===== src/rtl/mlp_seq_ctrl.sv =====
// Bus-master sequencer for the mlp accelerator: streams both weight layers from a
// synchronous ROM, then runs one input vector per handshake and returns output 0.
module mlp_seq_ctrl #(
    parameter int N_INPUTS  = 2,
    parameter int N_HIDDEN  = 4,
    parameter int N_OUTPUT  = 1,
    parameter int IN_WIDTH  = 16,
    parameter int WGT_WIDTH = 16,
    parameter int OUT_WIDTH = 16,
    parameter int ROM_AW    = 8,
    parameter int TIMEOUT   = 1024
) (
    input  logic                         clk,
    input  logic                         rst_n,
    input  logic                         start,
    input  logic                         reload_w,
    output logic                         rom_rd_en,
    output logic [ROM_AW-1:0]            rom_addr,
    input  logic [WGT_WIDTH-1:0]         rom_rdata,
    input  logic                         in_valid,
    output logic                         in_ready,
    input  logic [N_INPUTS*IN_WIDTH-1:0] in_data,
    output logic                         res_valid,
    input  logic                         res_ready,
    output logic [OUT_WIDTH-1:0]         res_data,
    output logic                         mlp_write_en,
    output logic [1:0]                   mlp_addr,
    output logic [31:0]                  mlp_writedata,
    input  logic [31:0]                  mlp_readdata,
    output logic                         busy,
    output logic                         weights_loaded,
    output logic                         err
);

    localparam int NW1 = N_HIDDEN * (N_INPUTS + 1);
    localparam int NW2 = N_OUTPUT * (N_HIDDEN + 1);
    localparam int CW  = 16;
    localparam int PW  = $clog2(TIMEOUT + 1);

    localparam logic [CW-1:0] NW1_C    = CW'(NW1);
    localparam logic [CW-1:0] NW2_C    = CW'(NW2);
    localparam logic [CW-1:0] NIN_LAST = CW'(N_INPUTS - 1);
    localparam logic [PW-1:0] TO_C     = PW'(TIMEOUT);

    localparam logic [1:0] A_CTRL = 2'd0;
    localparam logic [1:0] A_IN   = 2'd1;
    localparam logic [1:0] A_WGT  = 2'd2;
    localparam logic [1:0] A_OUT  = 2'd3;

    // Handshakes: a transfer happens on a rising clk edge where valid && ready;
    // in_ready depends only on state, and res_valid/res_data hold until res_ready.
    typedef enum logic [3:0] {
        S_IDLE, S_SEL1, S_W1, S_SEL2, S_W2, S_READY,
        S_INW, S_RUN, S_POLL, S_ACK, S_CAP, S_RES
    } state_t;

    state_t                        state_q, state_d;
    logic [CW-1:0]                 cnt_q, cnt_d;
    logic [PW-1:0]                 poll_q, poll_d;
    logic [N_INPUTS*IN_WIDTH-1:0]  vec_q, vec_d;
    logic [OUT_WIDTH-1:0]          res_q, res_d;
    logic                          wl_q, wl_d;
    logic                          err_q, err_d;
    logic                          unused_rd;

    assign unused_rd = ^mlp_readdata;

    always_ff @(posedge clk) begin
        if (!rst_n) begin
            state_q <= S_IDLE;
            cnt_q   <= '0;
            poll_q  <= '0;
            vec_q   <= '0;
            res_q   <= '0;
            wl_q    <= 1'b0;
            err_q   <= 1'b0;
        end else begin
            state_q <= state_d;
            cnt_q   <= cnt_d;
            poll_q  <= poll_d;
            vec_q   <= vec_d;
            res_q   <= res_d;
            wl_q    <= wl_d;
            err_q   <= err_d;
        end
    end

    always_comb begin
        state_d       = state_q;
        cnt_d         = cnt_q;
        poll_d        = poll_q;
        vec_d         = vec_q;
        res_d         = res_q;
        wl_d          = wl_q;
        err_d         = err_q;
        rom_rd_en     = 1'b0;
        rom_addr      = '0;
        in_ready      = 1'b0;
        res_valid     = 1'b0;
        mlp_write_en  = 1'b0;
        mlp_addr      = A_CTRL;
        mlp_writedata = '0;

        case (state_q)
            S_IDLE: begin
                if (start) begin
                    err_d   = 1'b0;
                    state_d = S_SEL1;
                end
            end
            S_SEL1: begin
                mlp_write_en = 1'b1;
                cnt_d        = '0;
                state_d      = S_W1;
            end
            // Read of word k overlaps the FIFO write of word k-1 (ROM latency 1).
            S_W1: begin
                if (cnt_q < NW1_C) begin
                    rom_rd_en = 1'b1;
                    rom_addr  = ROM_AW'(cnt_q);
                end
                if (cnt_q != '0) begin
                    mlp_write_en  = 1'b1;
                    mlp_addr      = A_WGT;
                    mlp_writedata = 32'($signed(rom_rdata));
                end
                if (cnt_q == NW1_C) state_d = S_SEL2;
                else                cnt_d   = cnt_q + CW'(1);
            end
            S_SEL2: begin
                mlp_write_en  = 1'b1;
                mlp_writedata = 32'h8;
                cnt_d         = '0;
                state_d       = S_W2;
            end
            S_W2: begin
                if (cnt_q < NW2_C) begin
                    rom_rd_en = 1'b1;
                    rom_addr  = ROM_AW'(NW1_C + cnt_q);
                end
                if (cnt_q != '0) begin
                    mlp_write_en  = 1'b1;
                    mlp_addr      = A_WGT;
                    mlp_writedata = 32'($signed(rom_rdata));
                end
                if (cnt_q == NW2_C) begin
                    wl_d    = 1'b1;
                    state_d = S_READY;
                end else begin
                    cnt_d = cnt_q + CW'(1);
                end
            end
            S_READY: begin
                in_ready = 1'b1;
                if (reload_w) begin
                    wl_d    = 1'b0;
                    state_d = S_SEL1;
                end else if (in_valid) begin
                    vec_d   = in_data;
                    cnt_d   = '0;
                    state_d = S_INW;
                end
            end
            // Element 0 sits in the low bits; shift so the next element moves down.
            S_INW: begin
                mlp_write_en  = 1'b1;
                mlp_addr      = A_IN;
                mlp_writedata = 32'($signed(vec_q[IN_WIDTH-1:0]));
                vec_d         = vec_q >> IN_WIDTH;
                if (cnt_q == NIN_LAST) state_d = S_RUN;
                else                   cnt_d   = cnt_q + CW'(1);
            end
            S_RUN: begin
                mlp_write_en  = 1'b1;
                mlp_writedata = 32'h1;
                poll_d        = '0;
                state_d       = S_POLL;
            end
            // First poll cycle sees status registered before RUN landed, so skip it.
            S_POLL: begin
                poll_d = poll_q + PW'(1);
                if (poll_q != '0 && mlp_readdata[1]) begin
                    state_d = S_ACK;
                end else if (poll_d == TO_C) begin
                    err_d   = 1'b1;
                    state_d = S_READY;
                end
            end
            S_ACK: begin
                mlp_write_en = 1'b1;
                mlp_addr     = A_OUT;
                cnt_d        = '0;
                state_d      = S_CAP;
            end
            S_CAP: begin
                mlp_addr = A_OUT;
                if (cnt_q != '0) begin
                    res_d   = mlp_readdata[OUT_WIDTH-1:0];
                    state_d = S_RES;
                end else begin
                    cnt_d = CW'(1);
                end
            end
            S_RES: begin
                res_valid = 1'b1;
                if (res_ready) state_d = S_READY;
            end
            default: state_d = S_IDLE;
        endcase
    end

    assign res_data       = res_q;
    assign busy           = (state_q != S_IDLE) && (state_q != S_READY);
    assign weights_loaded = wl_q;
    assign err            = err_q;

endmodule


===== config.mk =====
export PLATFORM = sky130hd
export DESIGN_NAME = mlp_seq_ctrl
export DESIGN_NICKNAME = d
export VERILOG_FILES = /design/src/rtl/mlp_seq_ctrl.sv
export SDC_FILE = /design/constraint.sdc
export NUM_CORES = 1
export LEC_CHECK = 0
export ABC_AREA = 1
export CELL_PAD_IN_SITES_DETAIL_PLACEMENT = 1
export CELL_PAD_IN_SITES_GLOBAL_PLACEMENT = 2
export CORE_AREA = 4 4 144 146
export CTS_CLUSTER_DIAMETER = 30
export CTS_CLUSTER_SIZE = 28
export DETAILED_ROUTE_END_ITERATION = 6
export DIE_AREA = 0 0 148 150
export PLACE_DENSITY_LB_ADDON = 0.08
export SYNTH_ARGS = -nofsm -noshare
export SYNTH_HDL_FRONTEND = slang
export SYNTH_SLANG_ARGS = --single-unit

===== constraint.sdc =====
create_clock -name clk -period 3.5 [get_ports clk]
set_clock_uncertainty 0.05 [all_clocks]
set_input_delay 0.875 -clock clk [delete_from_list [all_inputs] [get_ports clk]]
set_output_delay 0.875 -clock clk [all_outputs]
set_load 0.01 [all_outputs]

# [After elaboration in Yosys (flattened, before gate mapping)]
# Cells that the tools add are included.
[totals] ff_bits=81 input_bits=86 output_inout_bits=65 wordCells=109
[classes] n_addsub=3 n_lt_le_gt_ge=2 eq_ne=33 mux=43 n_reduce_logical=21
[ops] operator="one-hot mux 32 bit (4 select lines)" n=1
[ops] operator="two-way mux 16 bit" n=6
[ops] operator="two-way mux 32 bit" n=3
[ops] operator="one-hot mux 16 bit (6 select lines)" n=1
[ops] operator="one-hot mux 32 bit (2 select lines)" n=1
[ops] operator="one-hot mux 4 bit (12 select lines)" n=1
[ops] operator="two-way mux 4 bit" n=10
[ops] operator="inequality test 2 bit (second input constant)" n=15
[ops] operator="one-hot mux 11 bit (2 select lines)" n=1
[ops] operator="adder 16 x 1 -> 16 bit (second input constant)" n=1
[ops] operator="equality test 16 x 1 -> 1 bit (second input constant)" n=1
[ops] operator="equality test 16 x 3 -> 1 bit (second input constant)" n=1
[ops] operator="equality test 16 x 4 -> 1 bit (second input constant)" n=1
[ops] operator="equality test 4 x 3 -> 1 bit (second input constant)" n=4
[ops] operator="equality test 4 bit (second input constant)" n=4
[ops] operator="< comparator 16 x 3 -> 1 bit (second input constant)" n=1
[ops] operator="< comparator 16 x 4 -> 1 bit (second input constant)" n=1
[ops] operator="two-way mux 8 bit" n=2
[ops] operator="one-hot mux 8 bit (2 select lines)" n=1
[ops] operator="nonzero test 16 bit" n=1
[ops] operator="adder 11 x 1 -> 11 bit (second input constant)" n=1
[ops] operator="equality test 11 bit (second input constant)" n=1
[ops] operator="nonzero test 11 bit" n=1
[ops] operator="two-way mux 1 bit" n=10
[ops] operator="other kinds (21)" n=32

# [Longest topological paths before layout]
[depth] word_depth=5 mapped_depth=13

# [Worst setup path before layout]
# OpenSTA, ideal clock, no wires.
[synth_timing] path_type="register to output" startpoint="reg cnt_q[2]" endpoint="out mlp_writedata[16]" t_arrival_ns=1.963 t_required_ns=2.575 setup_slack_ns=0.612 stages_incl_launch_ff=9 n_path_buf=2 path_cell_list="dfxtp_1 > inv_1 > ha_1 > nand2_1 > nor2_2 > nand2_4 > buf_1 > a32o_1 > buf_4"
[synth_via] elab_chain_cells=3
[synth_rtl] element="start: declaration" line_no="58" text="logic [CW-1:0] cnt_q, cnt_d;"
[synth_rtl] element="start signal: assignment" line_no="79" text="cnt_q <= cnt_d;"
[synth_rtl] element="nonzero test 16 bit" line_no="122, 141"
[synth_rtl] element="two-way mux 32 bit" line_no="122, 141"
[synth_rtl] element="one-hot mux 32 bit (4 select lines)" line_no="104" text="case (state_q)"
[synth_rtl] element="end: declaration" line_no="28" text="output logic [31:0] mlp_writedata,"
# No other way between the ends.

# [Worst setup path after layout]
[layout_timing] startpoint="reg state_q[2]" endpoint="out mlp_writedata[12]"
[layout_via] elab_chain_cells=3 word_cells_on_any_way=7
[layout_rtl] element="start: declaration" line_no="57" text="state_t state_q, state_d;"
[layout_rtl] element="start signal: assignment" line_no="78" text="state_q <= state_d;"
[layout_rtl] element="equality test 4 x 3 -> 1 bit or equality test 4 x 2 -> 1 bit (tied branches)" line_no="104"
[layout_rtl] element="OR reduction 2 bit (no line)"
[layout_rtl] element="one-hot mux 32 bit (4 select lines) (*)" line_no="104"
# Mark *: on every way between the ends. The rest lies on a longest branch, timed or not.

==> impl_results.html <==
<table>
<tr><th>Metric</th><th>Value</th></tr>
<tr><th colspan="2">Setup path</th></tr>
<tr><td>Required @ worst endpoint</td><td>approximately 2.6 ns</td></tr>
<tr><td>Category of the worst setup path launch point</td><td>register</td></tr>
<tr><td>Category of the critical setup timing path</td><td>reg -&gt; out</td></tr>
<tr><td>Endpoint type of the worst setup path</td><td>output port</td></tr>
<tr><td>Highest net fanout along the worst path</td><td>13</td></tr>
<tr><td>Worst endpoint data arrival time</td><td>2.38 ns</td></tr>
<tr><th colspan="2">Global route</th></tr>
<tr><td>Number of antenna violations at the first check in global routing</td><td>0</td></tr>
<tr><td>Via count of the first global-routing pass</td><td>5249</td></tr>
<tr><td>Overflow left after global routing</td><td>0</td></tr>
<tr><td>Maximum number of pins on one net before global-route repair</td><td>40</td></tr>
<tr><td>First-pass GRT wire length</td><td>about 27000 um</td></tr>
<tr><td>Total track usage</td><td>0.153</td></tr>
<tr><th colspan="2">Power</th></tr>
<tr><td>Leakage power summed over all cells</td><td>2.47 nW</td></tr>
<tr><td>Maximum ir drop on the vdd rail</td><td>256 uV</td></tr>
<tr><td>Total power density per cell area</td><td>about 530 nW/um^2</td></tr>
<tr><th colspan="2">Route</th></tr>
<tr><td>Vias per cell</td><td>4.61</td></tr>
<tr><td>Remaining antenna violation count</td><td>0</td></tr>
<tr><td>DRC violation count after routing</td><td>0</td></tr>
<tr><td>Number of vias after detailed routing</td><td>4983</td></tr>
<tr><td>Final routed wire length divided by cell count</td><td>15.8 um</td></tr>
<tr><td>Violation count after the first detailed-route iteration</td><td>between 150 and 200</td></tr>
<tr><td>Final Routed Wirelength</td><td>17100 um</td></tr>
<tr><td>Number of detailed-routing iterations run before antenna repair</td><td>4</td></tr>
<tr><th colspan="2">Worst hold path</th></tr>
<tr><td>HP Class</td><td>reg -&gt; reg</td></tr>
<tr><th colspan="2">Placement</th></tr>
<tr><td>Post-Place Worst Slack</td><td>0.290 ns</td></tr>
<tr><td>Post-place instance area</td><td>6230 sq um</td></tr>
<tr><td>Half-perimeter wire length of the detailed placement result</td><td>12800 um</td></tr>
<tr><td>DP Cell Count</td><td>1062</td></tr>
<tr><td>Port bufs</td><td>131</td></tr>
<tr><td>Gp weighted congestion</td><td>0.768</td></tr>
<tr><th colspan="2">Yosys</th></tr>
<tr><td>Synth warn</td><td>0</td></tr>
<tr><td>Seq cells post-synth</td><td>81</td></tr>
<tr><td>Distinct cell type count of the synthesized netlist</td><td>35</td></tr>
<tr><td>Share of synthesized flip-flops with an asynchronous set or reset</td><td>0</td></tr>
<tr><td>Post-synth top flop</td><td>sky130_fd_sc_hd__dfxtp_1</td></tr>
<tr><td>Number of synthesized flops with an enable pin</td><td>0</td></tr>
<tr><td>Sequential share of the synthesized area</td><td>0.340</td></tr>
<tr><td>Cell area after synthesis</td><td>~4800 sq um</td></tr>
<tr><td>Mean area per synthesized cell</td><td>a little under 7 sq um</td></tr>
<tr><td>Synthesized netlist cell count</td><td>697</td></tr>
<tr><th colspan="2">Cells and area</th></tr>
<tr><td>Area added between synthesis and finish</td><td>37.1%</td></tr>
<tr><td>Final layout net count</td><td>907</td></tr>
<tr><td>Top library cells by usage in the layout, fill and taps aside</td><td>sky130_fd_sc_hd__nand2_1 (165), sky130_fd_sc_hd__clkdlybuf4s50_1 (131), sky130_fd_sc_hd__nor2_1 (91)</td></tr>
<tr><td>Leading cell type in the layout, fill and taps excluded</td><td>sky130_fd_sc_hd__nand2_1</td></tr>
<tr><td>Summed area of non-filler cells in the final layout</td><td>6540 sq um</td></tr>
<tr><td>Ratio of cells with drive above 1 in the final layout</td><td>0.0882</td></tr>
<tr><td>Final instance count without filler cells</td><td>1081</td></tr>
<tr><td>Antenna cell count</td><td>0</td></tr>
<tr><td>Filler cells</td><td>2411</td></tr>
<tr><th colspan="2">STA</th></tr>
<tr><td>Worst slack on hold paths</td><td>0.417 ns</td></tr>
<tr><td>Post-route setup TNS</td><td>0 ns</td></tr>
<tr><td>Count of pins over their slew limit</td><td>0</td></tr>
<tr><td>Slew HR</td><td>0.513</td></tr>
<tr><td>Post-route minimum period</td><td>3.31 ns</td></tr>
<tr><td>Final setup margin</td><td>0.194 ns</td></tr>
<tr><td>Max Fclk</td><td>0.302 GHz</td></tr>
<tr><td>Final Hold Fails</td><td>0</td></tr>
<tr><td>RSZ-0062 raised after global routing</td><td>false</td></tr>
<tr><td>Transition time at the pin with the least slew margin</td><td>between 0.7 and 0.8 ns</td></tr>
<tr><td>Finish-stage setup viols</td><td>0</td></tr>
<tr><td>Share of the clock period used by the worst path</td><td>0.945</td></tr>
<tr><th colspan="2">Floorplan</th></tr>
<tr><td>Die extent in y</td><td>150 um</td></tr>
<tr><td>Die Area</td><td>22200 sq um</td></tr>
<tr><td>Ports</td><td>151</td></tr>
<tr><td>Starting utilization of the core area</td><td>0.246</td></tr>
<tr><td>Horiz. Die Dim</td><td>148 um</td></tr>
<tr><td>Std-Cell Core Area</td><td>19400 sq um</td></tr>
<tr><td>Placement row count</td><td>51</td></tr>
<tr><th colspan="2">Clocking</th></tr>
<tr><td>Buffer depth of the longest clock path</td><td>2</td></tr>
<tr><td>Post-CTS clock slew at the launch and capture registers of the worst setup and hold paths</td><td>0.06 ns</td></tr>
<tr><td>Number of H-tree levels</td><td>3</td></tr>
<tr><td>CTS tree</td><td>yes</td></tr>
<tr><td>Library cell used as clock root buffer</td><td>sky130_fd_sc_hd__clkbuf_16</td></tr>
<tr><td>Number of buffers inserted during clock tree synthesis</td><td>9</td></tr>
<tr><td>Clock network latency to the later pin of the worst-skew pair</td><td>about 0.35 ns</td></tr>
<tr><td>Clock sinks</td><td>slightly above 80</td></tr>
<tr><th colspan="2">Job</th></tr>
<tr><td>Max Cap Violations</td><td>0</td></tr>
<tr><th colspan="2">Outcome</th></tr>
<tr><td>Status</td><td>finished clean</td></tr>
</table>
per-layer routing:
layer | up-vias | global-route usage | share of wire | wire [um]
met5 | - | 0 | 0 | 0
met4 | 0 | 0.0467 | 0.014 | 247
met3 | 15 | 0.0230 | 0.034 | 581
met2 | 93 | 0.272 | 0.50 | 8610
met1 | 2370 | 0.191 | 0.45 | 7670
li1 | 2505 | - | - | -
report_power, final:
group          leakage [nW]  internal [W]  switching [W]
clock                 0.137      0.000509       0.000429
combinational          1.68      0.000558       0.000871
sequential            0.655       0.00101      0.0000709
Yosys cell counts (2+ instances only):
library cell | number | share of area
sky130_fd_sc_hd__a31oi_1 | 18 | 0.024
sky130_fd_sc_hd__a21oi_1 | 55 | 0.058
sky130_fd_sc_hd__nor3_1 | 5 | 0.0052
sky130_fd_sc_hd__buf_6 | 5 | 0.012
sky130_fd_sc_hd__nand4_1 | 6 | 0.0079
sky130_fd_sc_hd__o21ai_2 | 2 | 0.0037
sky130_fd_sc_hd__nor2_2 | 5 | 0.0066
sky130_fd_sc_hd__nor2_4 | 2 | 0.0047
sky130_fd_sc_hd__o21ai_4 | 2 | 0.0068
sky130_fd_sc_hd__a32o_1 | 14 | 0.029
sky130_fd_sc_hd__nand2_1 | 166 | 0.13
sky130_fd_sc_hd__clkinv_1 | 3 | 0.0024
sky130_fd_sc_hd__clkbuf_1 | 10 | 0.0079
sky130_fd_sc_hd__nand3_1 | 55 | 0.058
sky130_fd_sc_hd__buf_2 | 11 | 0.012
sky130_fd_sc_hd__nand3b_1 | 3 | 0.0047
sky130_fd_sc_hd__ha_1 | 10 | 0.026
sky130_fd_sc_hd__buf_4 | 20 | 0.031
sky130_fd_sc_hd__nor2_1 | 91 | 0.072
sky130_fd_sc_hd__o21ai_0 | 44 | 0.046
sky130_fd_sc_hd__inv_1 | 47 | 0.037
sky130_fd_sc_hd__nand2_4 | 5 | 0.012
sky130_fd_sc_hd__inv_2 | 7 | 0.0055
sky130_fd_sc_hd__xnor2_1 | 3 | 0.0055
sky130_fd_sc_hd__nor2_8 | 3 | 0.013
sky130_fd_sc_hd__dfxtp_1 | 81 | 0.34
sky130_fd_sc_hd__xor2_1 | 9 | 0.017
sky130_fd_sc_hd__buf_1 | 2 | 0.0016
sky130_fd_sc_hd__nand3_2 | 6 | 0.013
sky130_fd_sc_hd__nand2_2 | 2 | 0.0026
path summary, 6_finish.rpt:
check                                start                end  slack, ns  depth (start not counted)
worst max-delay path            state_q[2]  mlp_writedata[12]       0.19                          7
worst min-delay path                   err                err       0.42                          2
worst max register to register    cnt_q[1]           cnt_q[1]       0.98                         13
worst min register to register         err                err       0.42                          2
cells by family (layout without fill, tap and decap cells):
| group | count (synthesis) | after routing | share of synthesized area |
|---|---|---|---|
| and+or+nand+nor | 349 | 349 | 0.329 |
| xor gates and xnor gates | 12 | 12 | 0.0220 |
| AOI/OAI and AO/OA | 138 | 138 | 0.172 |
| other | 1 | 3 | 0.000786 |
| adders and majority gates | 10 | 10 | 0.0262 |
| buffers and inverters | 106 | 223 | 0.110 |
| DFF | 81 | 81 | 0.340 |
critical path: stages, from the launching register on:
cell and delay, ns:
sky130_fd_sc_hd__dfxtp_1 0.47, sky130_fd_sc_hd__inv_2 0.12, sky130_fd_sc_hd__nor2_8 0.16, sky130_fd_sc_hd__nand2_2 0.11
sky130_fd_sc_hd__nand2_2 0.18, sky130_fd_sc_hd__buf_4 0.24, sky130_fd_sc_hd__a32o_1 0.20, sky130_fd_sc_hd__clkdlybuf4s50_1 0.55
through the flow:
stage / power, W / util
2_1_floorplan: 0.00198 / -
3_3_place_gp: 0.00249 / 0.321
3_5_place_dp: 0.00252 / 0.321
4_1_cts: 0.00352 / 0.337
5_1_grt: 0.00370 / 0.337
6_report: 0.00345 / 0.337
state kept, by name (all words and copies together) (netlist names):
| register | cells |
|---|---|
| res_data | 16 |
| weights_loaded | 1 |
| err | 1 |
| poll_q | 11 |
| vec_q | 32 |
| state_q | 4 |
| cnt_q | 16 |
layout make-up:
cell class              instances  area, sq um  area share
inverters                      58          219      0.0335
well taps                     265          332      0.0507
repair buffers                149         1450       0.221
multi-input cells             512         2630       0.403
flip-flops and latches         81         1620       0.248
clock inverters                 6         48.8     0.00746
clock buffers                  10          239      0.0365
repair_timing:
item / 4_1_cts / 5_1_grt
pin swaps: 1 / 0
setup buffers: 3 / 0
setup endpoints to repair: 17 / 33
resized for setup: 0 / 2
hold buffers: 0 / 0
(Power assumes the default switching activity.)
